===== config.mk =====
export PLATFORM = sky130hd
export DESIGN_NAME = switch_priority_encoder_4_2
export DESIGN_NICKNAME = d
export VERILOG_FILES = /design/src/rtl/switch_priority_encoder_4_2_pkg.sv /design/src/rtl/switch_priority_encoder_4_2_sync_2ff.sv /design/src/rtl/switch_priority_encoder_4_2.sv
export SDC_FILE = /design/constraint.sdc
export NUM_CORES = 1
export LEC_CHECK = 0
export ABC_AREA = 1
export CAP_MARGIN = 20
export CORE_ASPECT_RATIO = 1.5
export CORE_UTILIZATION = 54
export CTS_CLUSTER_SIZE = 10
export DETAILED_ROUTE_END_ITERATION = 6
export PLACE_DENSITY = 0.82
export SKIP_LAST_GASP = 1
export SYNTH_ARGS = -nofsm -noshare
export SYNTH_HDL_FRONTEND = slang
export SYNTH_SLANG_ARGS = --single-unit

===== constraint.sdc =====
create_clock -name clk -period 1.5 [get_ports clk]
set_input_delay 0.3 -clock clk [delete_from_list [all_inputs] [get_ports clk]]
set_output_delay 0.3 -clock clk [all_outputs]
set_load 0.01 [all_outputs]

===== src/rtl/switch_priority_encoder_4_2_pkg.sv =====
// ---------------------------------------------------------------------------
// switch_priority_encoder_4_2_pkg
//   Shared types and helpers for the switch priority encoder.
//   - state_e   : debounce FSM states (ST_STABLE / ST_SETTLE)
//   - enc_t     : {valid, code[1:0]} result, same bit layout as the LEDs and
//                 the layout the 2-to-4 decoder consumes
//   - prio_enc4 : 4-bit vector -> {valid, code}, bit 3 highest priority
// ---------------------------------------------------------------------------
package switch_priority_encoder_4_2_pkg;

    typedef enum logic {
        ST_STABLE = 1'b0,
        ST_SETTLE = 1'b1
    } state_e;

    typedef struct packed {
        logic       valid;
        logic [1:0] code;
    } enc_t;

    function automatic enc_t prio_enc4(input logic [3:0] v);
        enc_t r;
        r.valid = |v;
        if (v[3])      r.code = 2'd3;
        else if (v[2]) r.code = 2'd2;
        else if (v[1]) r.code = 2'd1;
        else           r.code = 2'd0;
        return r;
    endfunction

endpackage


===== src/rtl/switch_priority_encoder_4_2_sync_2ff.sv =====
// ---------------------------------------------------------------------------
// sync_2ff
//   Two-flop synchronizer for a vector of asynchronous inputs. All bits are
//   sampled together; no attempt is made to align per-bit skew (the debounce
//   stage downstream absorbs it).
// Ports:
//   clk   in  1      rising-edge clock
//   reset in  1      synchronous, active-high; clears both stages
//   d     in  WIDTH  asynchronous inputs
//   q     out WIDTH  synchronized outputs (second stage)
// ---------------------------------------------------------------------------
module sync_2ff #(
    parameter int WIDTH = 4
) (
    input  logic             clk,
    input  logic             reset,
    input  logic [WIDTH-1:0] d,
    output logic [WIDTH-1:0] q
);

    logic [WIDTH-1:0] sync1_q;
    logic [WIDTH-1:0] sync2_q;

    always_ff @(posedge clk) begin
        if (reset) begin
            sync1_q <= '0;
            sync2_q <= '0;
        end else begin
            sync1_q <= d;
            sync2_q <= sync1_q;
        end
    end

    assign q = sync2_q;

endmodule


===== src/rtl/switch_priority_encoder_4_2.sv =====
// ---------------------------------------------------------------------------
// switch_priority_encoder_4_2
//   Board-input side of the 2-to-4 decoder lab pair. Four raw slide switches
//   are synchronized, debounced as a whole vector, priority encoded into
//   {valid, code} and registered. A one-cycle strobe marks every change of the
//   encoded result.
// Ports:
//   clk      in  1  rising-edge clock
//   reset    in  1  synchronous, active-high; clears all state
//   switches in  4  raw asynchronous switches, bit 3 highest priority
//   code     out 2  index of highest committed set switch (00 when none)
//   valid    out 1  any committed switch set
//   changed  out 1  pulse in the first cycle a new {valid,code} is shown
//   lights   out 3  {valid, code}
// Latency: a new steady input first sampled on edge 1 commits to the stable
//   vector at edge N+3 and appears on the outputs at edge N+4.
// ---------------------------------------------------------------------------
module switch_priority_encoder_4_2
    import switch_priority_encoder_4_2_pkg::*;
#(
    parameter int DEBOUNCE_CYCLES = 4,
    parameter int CNT_W           = 20
) (
    input  logic       clk,
    input  logic       reset,
    input  logic [3:0] switches,
    output logic [1:0] code,
    output logic       valid,
    output logic       changed,
    output logic [2:0] lights
);

    localparam logic [CNT_W-1:0] CNT_MAX = CNT_W'(DEBOUNCE_CYCLES - 1);

    logic [3:0]       sync2;

    state_e           state_q, state_d;
    logic [3:0]       cand_q, cand_d;
    logic [3:0]       stable_q, stable_d;
    logic [CNT_W-1:0] cnt_q, cnt_d;
    enc_t             enc_q, enc_d;
    logic             changed_q, changed_d;

    sync_2ff #(.WIDTH(4)) u_sync (
        .clk   (clk),
        .reset (reset),
        .d     (switches),
        .q     (sync2)
    );

    // Debounce FSM: a candidate must be seen unchanged for DEBOUNCE_CYCLES
    // consecutive samples before it replaces the stable vector. Any change
    // restarts the count; a return to the old stable value abandons it.
    always_comb begin
        state_d  = state_q;
        cand_d   = cand_q;
        stable_d = stable_q;
        cnt_d    = cnt_q;
        unique case (state_q)
            ST_STABLE: begin
                if (sync2 != stable_q) begin
                    cand_d  = sync2;
                    cnt_d   = '0;
                    state_d = ST_SETTLE;
                end
            end
            ST_SETTLE: begin
                if (sync2 != cand_q) begin
                    cand_d = sync2;
                    cnt_d  = '0;
                end else if (cand_q == stable_q) begin
                    state_d = ST_STABLE;
                end else if (cnt_q == CNT_MAX) begin
                    stable_d = cand_q;
                    state_d  = ST_STABLE;
                end else begin
                    cnt_d = cnt_q + 1'b1;
                end
            end
            default: state_d = ST_STABLE;
        endcase
    end

    // Encode one cycle behind the stable vector; the strobe compares the
    // encoded value, so commits that keep the same code stay silent.
    always_comb begin
        enc_d     = prio_enc4(stable_q);
        changed_d = (enc_d != enc_q);
    end

    always_ff @(posedge clk) begin
        if (reset) begin
            state_q   <= ST_STABLE;
            cand_q    <= '0;
            stable_q  <= '0;
            cnt_q     <= '0;
            enc_q     <= '0;
            changed_q <= 1'b0;
        end else begin
            state_q   <= state_d;
            cand_q    <= cand_d;
            stable_q  <= stable_d;
            cnt_q     <= cnt_d;
            enc_q     <= enc_d;
            changed_q <= changed_d;
        end
    end

    assign code    = enc_q.code;
    assign valid   = enc_q.valid;
    assign lights  = enc_q;
    assign changed = changed_q;

endmodule


# After elaboration in Yosys (flattened, before gate mapping)
# Index checks and enable logic that the tools add are counted.
[classes] reduce_logical=4 mux=16 bitwise=3 addsub=1 n_eq_ne=9
[ops] op="$mux W20" count=4
[ops] op="$pmux W20 S2" count=1
[ops] op="$add A20 B1 Y20 const B" count=1
[ops] op="$eq A20 B2 Y1 const B" count=1
[ops] op="$mux W4" count=2
[ops] op="$ne A4 B4 Y1" count=2
[ops] op="$pmux W4 S2" count=1
[ops] op="$ne A3 B3 Y1 const B" count=2
[ops] op="$mux W1" count=5
[ops] op="$eq A4 B4 Y1" count=1
[ops] op="$mux W2" count=2
[ops] op="$reduce_and A4 Y1" count=1
[ops] op="$reduce_or A4 Y1" count=1
[ops] op="$ne A3 B3 Y1" count=1
[ops] op="$not A1 Y1" count=3
[ops] op="$reduce_and A3 Y1" count=1
[ops] op="$ne A2 B1 Y1 const B" count=1
[ops] op="$ne A2 B2 Y1 const B" count=1
[ops] op="$pmux W1 S2" count=1
[ops] op="$reduce_and A2 Y1" count=1
[word_totals] input_bits=6 register_bits=41 output_inout_bits=7

# Depth between registers and ports, before layout
[logic_depth] depth_word=5 ltp_mapped=12 depth_no_buf=11

# By module
# Synthesis repeated with hierarchy kept, for this count alone.
[hier_totals] cells_unflattened=348 area_unflattened_um2=2197.1
[by_module_without_submodules] module="switch_priority_encoder_4_2" n_inst=1 area_each_um2=1965.6 cells_per_inst=323
[by_module_without_submodules] module="sync_2ff" n_inst=1 area_each_um2=231.5 cells_per_inst=25

# Least setup slack after synthesis
# No wires, ideal clock.
[synth_path] path_type="reg2reg" start="reg cnt_q[0]" end="reg cnt_q[14]" path_slack_ns=-0.039 setup_ns=0.112 arrival_ns=1.427 stages_incl_launch_ff=11 n_path_buf=0 t_required_ns=1.388 path_cell_list="dfxtp_1 -> ha_1 -> nand3_1 -> nor2_1 -> nand2_1 -> nor2_1 -> nand2_1 -> nand2_1 -> nand2_1 -> nand2_1 -> nor2_1"
[synth_via] elab_chain_cells=5 elab_cells_between_ends=8 classes_between="1 x add/sub; 2 x eq/ne; 4 x mux; 1 x reduce/logical"
[synth_rtl] element="start, declared" line="switch_priority_encoder_4_2.sv:40" source="logic [CNT_W-1:0] cnt_q, cnt_d;"
[synth_rtl] element="start signal, assigned" line="switch_priority_encoder_4_2.sv:103" source="cnt_q <= cnt_d;"
[synth_rtl] element="$add A20 B1 Y20" line="switch_priority_encoder_4_2.sv:77" source="cnt_d = cnt_q + 1'b1;"
[synth_rtl] element="$mux W20" line="switch_priority_encoder_4_2.sv:73" source="end else if (cnt_q == CNT_MAX) begin"
[synth_rtl] element="$mux W20" line="switch_priority_encoder_4_2.sv:71" source="end else if (cand_q == stable_q) begin"
[synth_rtl] element="$mux W20" line="switch_priority_encoder_4_2.sv:68" source="if (sync2 != cand_q) begin"
[synth_rtl] element="$pmux W20 S2" line="switch_priority_encoder_4_2.sv:59" source="unique case (state_q)"
# Several ways; a longest one is shown, not always the timed one. The select of a mux whose other input is x is not followed.
# A chain may end at the register's enable or synchronous reset.

# Worst setup path after layout
[layout_path] start="reg cand_q[0]" end="reg cnt_q[6]"
[layout_via] elab_chain_cells=3 elab_cells_between_ends=7 classes_between="4 x eq/ne; 2 x mux; 1 x reduce/logical"
[layout_rtl] element="start, declared" line="switch_priority_encoder_4_2.sv:38" source="logic [3:0] cand_q, cand_d;"
[layout_rtl] element="start signal, assigned" line="switch_priority_encoder_4_2.sv:101" source="cand_q <= cand_d;"
[layout_rtl] element="$ne A4 B4 Y1 or $eq A4 B4 Y1 (tied branches)" line="switch_priority_encoder_4_2.sv:68, switch_priority_encoder_4_2.sv:71"
[layout_rtl] element="$ne A3 B3 Y1 (no line) or $mux W20 (tied branches)"
[layout_rtl] element="$reduce_and A3 Y1 (no line) or $pmux W20 S2 (tied branches)"
# Several ways; a longest one is shown, not always the timed one.

==> qor.csv <==
metric;value;unit
outcome;finished with violations;
failed_checks;setup timing;
cp-end-kind;flop;
fp.dieH;83.54;um
via_per_inst;5.710;
grt_pass1_wl;9.715;mm
drtIter0Drc;165;
cts_buffers;5;
area_growth;35.76;%
wl_per_cell;15.77;um
grt_max_degree;29;
fin_crit_sh;1.070;
clockBufferDepth;2;
syn_inst;381;
synth_cell_types;28;
syn_area;0.002394;sq mm
crit_required;1730;ps
rsz0062_at_grt;yes;
io_buffer_count;12;
wl;7.458;mm
crit_type;reg2reg;
start_kind;flop;
numClockSinks;41;
yosys_warnings;0;
drv_cap;0;
cts.clk_slew.worst_paths;80;ps
slew_violations;0;
setup_ws;-104.8;ps
relSlewSlack;0.6018;
root_buffer;clkbuf_8;
antenna_found_initial;0;
via_count;2701;
ant_nets;0;
firstDrtPassIters;5;
gp_congestion;0.8878;
ys_ff_latch;41;
tritoncts;yes;
track_usage;0.2571;
fmax;623.1;MHz
dieArea;0.004708;sq mm
reg2reg_to;cnt_q[6]$_SDFFE_PP0P_;
ys_seq_area_frac;0.3429;
cts-hold-fix-buffers;0;
place_hpwl;4.089;mm
power;3.069;mW
vdd_drop_max;878.6;uV
drive_gt1_frac;0.3185;
critPathMaxFanout;7;
finalSetupViolations;15;
period_needed;1605;ps
clkLatencyLatePin;310;ps
hold_viol;0;
final_nets;433;
start_util;0.5638;
diodes;0;
tightest_slew;596.7;ps
critPathCapture;cnt_q[6]$_SDFFE_PP0P_;
io_pins;13;
core_area;0.004245;sq mm
synth_enable_flop_cells;0;
drc;0;
syn_area_per_cell;6.282;sq um
arrival;1830;ps
worst_clock_skew;15.48;ps
htree_levels;2;
pre_cts_slack;-84.15;ps
r2r-start;cand_q[0]$_SDFFE_PP0P_;
grt_overflow_total;0;
reg2reg_slack;-100;ps
reg2regPathDepth;9;
die_w;56.36;um
num_rows;29;
synthesis.nets;388;
synthArstFlopShare;0;
leakagePower;1.322;nW
grt_pass1_vias;2408;
synth_flop_cell;dfxtp_1;
startpoint;cand_q[0]$_SDFFE_PP0P_;
hold_path.class;reg2reg;
powerDensity;944.5;mW/mm^2
[Yosys cell counts (all sizes together) (3+ instances only)]
cell type,count,area (sq um)
nand4,7,43.79
buf,9,82.58
o21ai,8,40.04
dfxtp,41,820.8
xor2,3,26.28
nor3,8,40.04
nand3,35,197.7
nand2,115,441.7
nor2,70,267.8
clkbuf,5,18.77
xnor2,6,52.55
inv,41,153.9
a21oi,26,156.4
or2,3,18.78
[repair_timing]
action                                  in CTS  in global routing
resized for setup                           16                 90
buffers inserted                             0                  8
hold endpoints to repair                     0                  0
endpoints found under the setup margin      29                 28
cloned                                       0                  6
pin swaps                                    2                 36
[per-layer routing]
| metal | share of wire | track usage |
|---|---|---|
| met5 | 0 | 0 |
| met4 | 0.051 | 0.1463 |
| met3 | 0.059 | 0.04651 |
| met2 | 0.54 | 0.4892 |
| met1 | 0.35 | 0.2502 |
[logic make-up (layout without fill, tap and decap cells)]
group | count (synthesis) | count (layout) | share of synthesized area
AND/OR/NAND/NOR | 238 | 241 | 0.4219
buffers and inverters | 56 | 99 | 0.1082
flip-flops | 41 | 41 | 0.3429
AO/OA/AOI/OAI | 36 | 36 | 0.08887
XOR/XNOR | 9 | 9 | 0.03293
adder cells (fa/ha/maj) | 1 | 1 | 0.005227
[per-stage QoR]
| stage | area [sq um] | util | hold WS (ps) | setup TNS (ps) | cells |
|---|---|---|---|---|---|
| floorplan | 2399 | - | 388.3 | 0 | 381 |
| global placement | 2670 | 0.6289 | 391.8 | -108.4 | 451 |
| detailed placement | 2670 | 0.6289 | 398.0 | -1437 | 451 |
| CTS | 2794 | 0.6581 | 405.7 | -4.200 | 459 |
| global route | 3249 | 0.7654 | 419.4 | -3253 | 473 |
| finish | 3249 | 0.7654 | 400.7 | -501.8 | 473 |
[flip-flops by register name, indices dropped and copies added (netlist names)]
| signal | flops |
|---|---|
| cnt_q | 20 |
| cand_q | 4 |
| stable_q | 4 |
| u_sync.q | 4 |
| u_sync.sync1_q | 4 |
| code | 2 |
| changed | 1 |
| state_q | 1 |
| valid | 1 |
[worst max-delay path: stages, from the launching register on]
cell and delay (ps):
dfxtp_4 370, inv_2 50, nand2_2 60, nand2_2 70
nor2_4 150, nand2_1 130, buf_4 190, nor3_1 220
nand2_1 90, a21oi_1 180
[layout make-up]
type	instances	area, sq um
Inverter	42	162.7
Clock inverter	1	5.005
Timing Repair Buffer	49	465.4
Sequential cell	41	868.3
Tap cell	46	57.56
Multi-Input combinational cell	287	1594
Fill cell	287	996.0
Clock buffer	7	96.34
[worst min-delay path by stage]
stage	start	endpoint	slack, ps	cells past startpoint
final	u_sync.sync1_q[3]$_SDFF_PP0_	u_sync.q[3]$_SDFF_PP0_	400	2
after global routing	u_sync.sync1_q[1]$_SDFF_PP0_	u_sync.q[1]$_SDFF_PP0_	420	2
after CTS	u_sync.sync1_q[1]$_SDFF_PP0_	u_sync.q[1]$_SDFF_PP0_	410	2
after detailed placement	u_sync.sync1_q[3]$_SDFF_PP0_	u_sync.q[3]$_SDFF_PP0_	400	2
after global placement	u_sync.sync1_q[3]$_SDFF_PP0_	u_sync.q[3]$_SDFF_PP0_	390	2
after floorplan	u_sync.sync1_q[0]$_SDFF_PP0_	u_sync.q[0]$_SDFF_PP0_	390	2
[placed cells by master, fill, tap and decap left out, types with 2 or more instances in the layout]
| master | instances |
|---|---|
| a21oi_1 | 14 |
| a21oi_2 | 12 |
| buf_4 | 31 |
| buf_8 | 3 |
| clkbuf_16 | 3 |
| clkbuf_8 | 7 |
| clkdlybuf4s50_1 | 6 |
| dfxtp_1 | 19 |
| dfxtp_2 | 14 |
| dfxtp_4 | 8 |
| dlygate4sd2_1 | 6 |
| inv_1 | 35 |
| inv_2 | 4 |
| inv_4 | 2 |
| nand2_1 | 101 |
| nand2_2 | 11 |
| nand2_4 | 2 |
| nand2_8 | 4 |
| nand3_1 | 21 |
| nand3_2 | 10 |
| nand3_4 | 4 |
| nand4_1 | 7 |
| nor2_1 | 53 |
| nor2_2 | 13 |
| nor2_4 | 4 |
| nor3_1 | 7 |
| o21ai_0 | 8 |
| xnor2_1 | 6 |
| xor2_1 | 3 |
[where the power goes]
part           switching (mW)  leakage, nW  internal [mW]  total (mW)
sequential             0.0554        0.346           1.13        1.18
combinational           0.676        0.922          0.392        1.07
clock                   0.402       0.0542          0.416       0.818
Power figures use the tool's default switching activity.
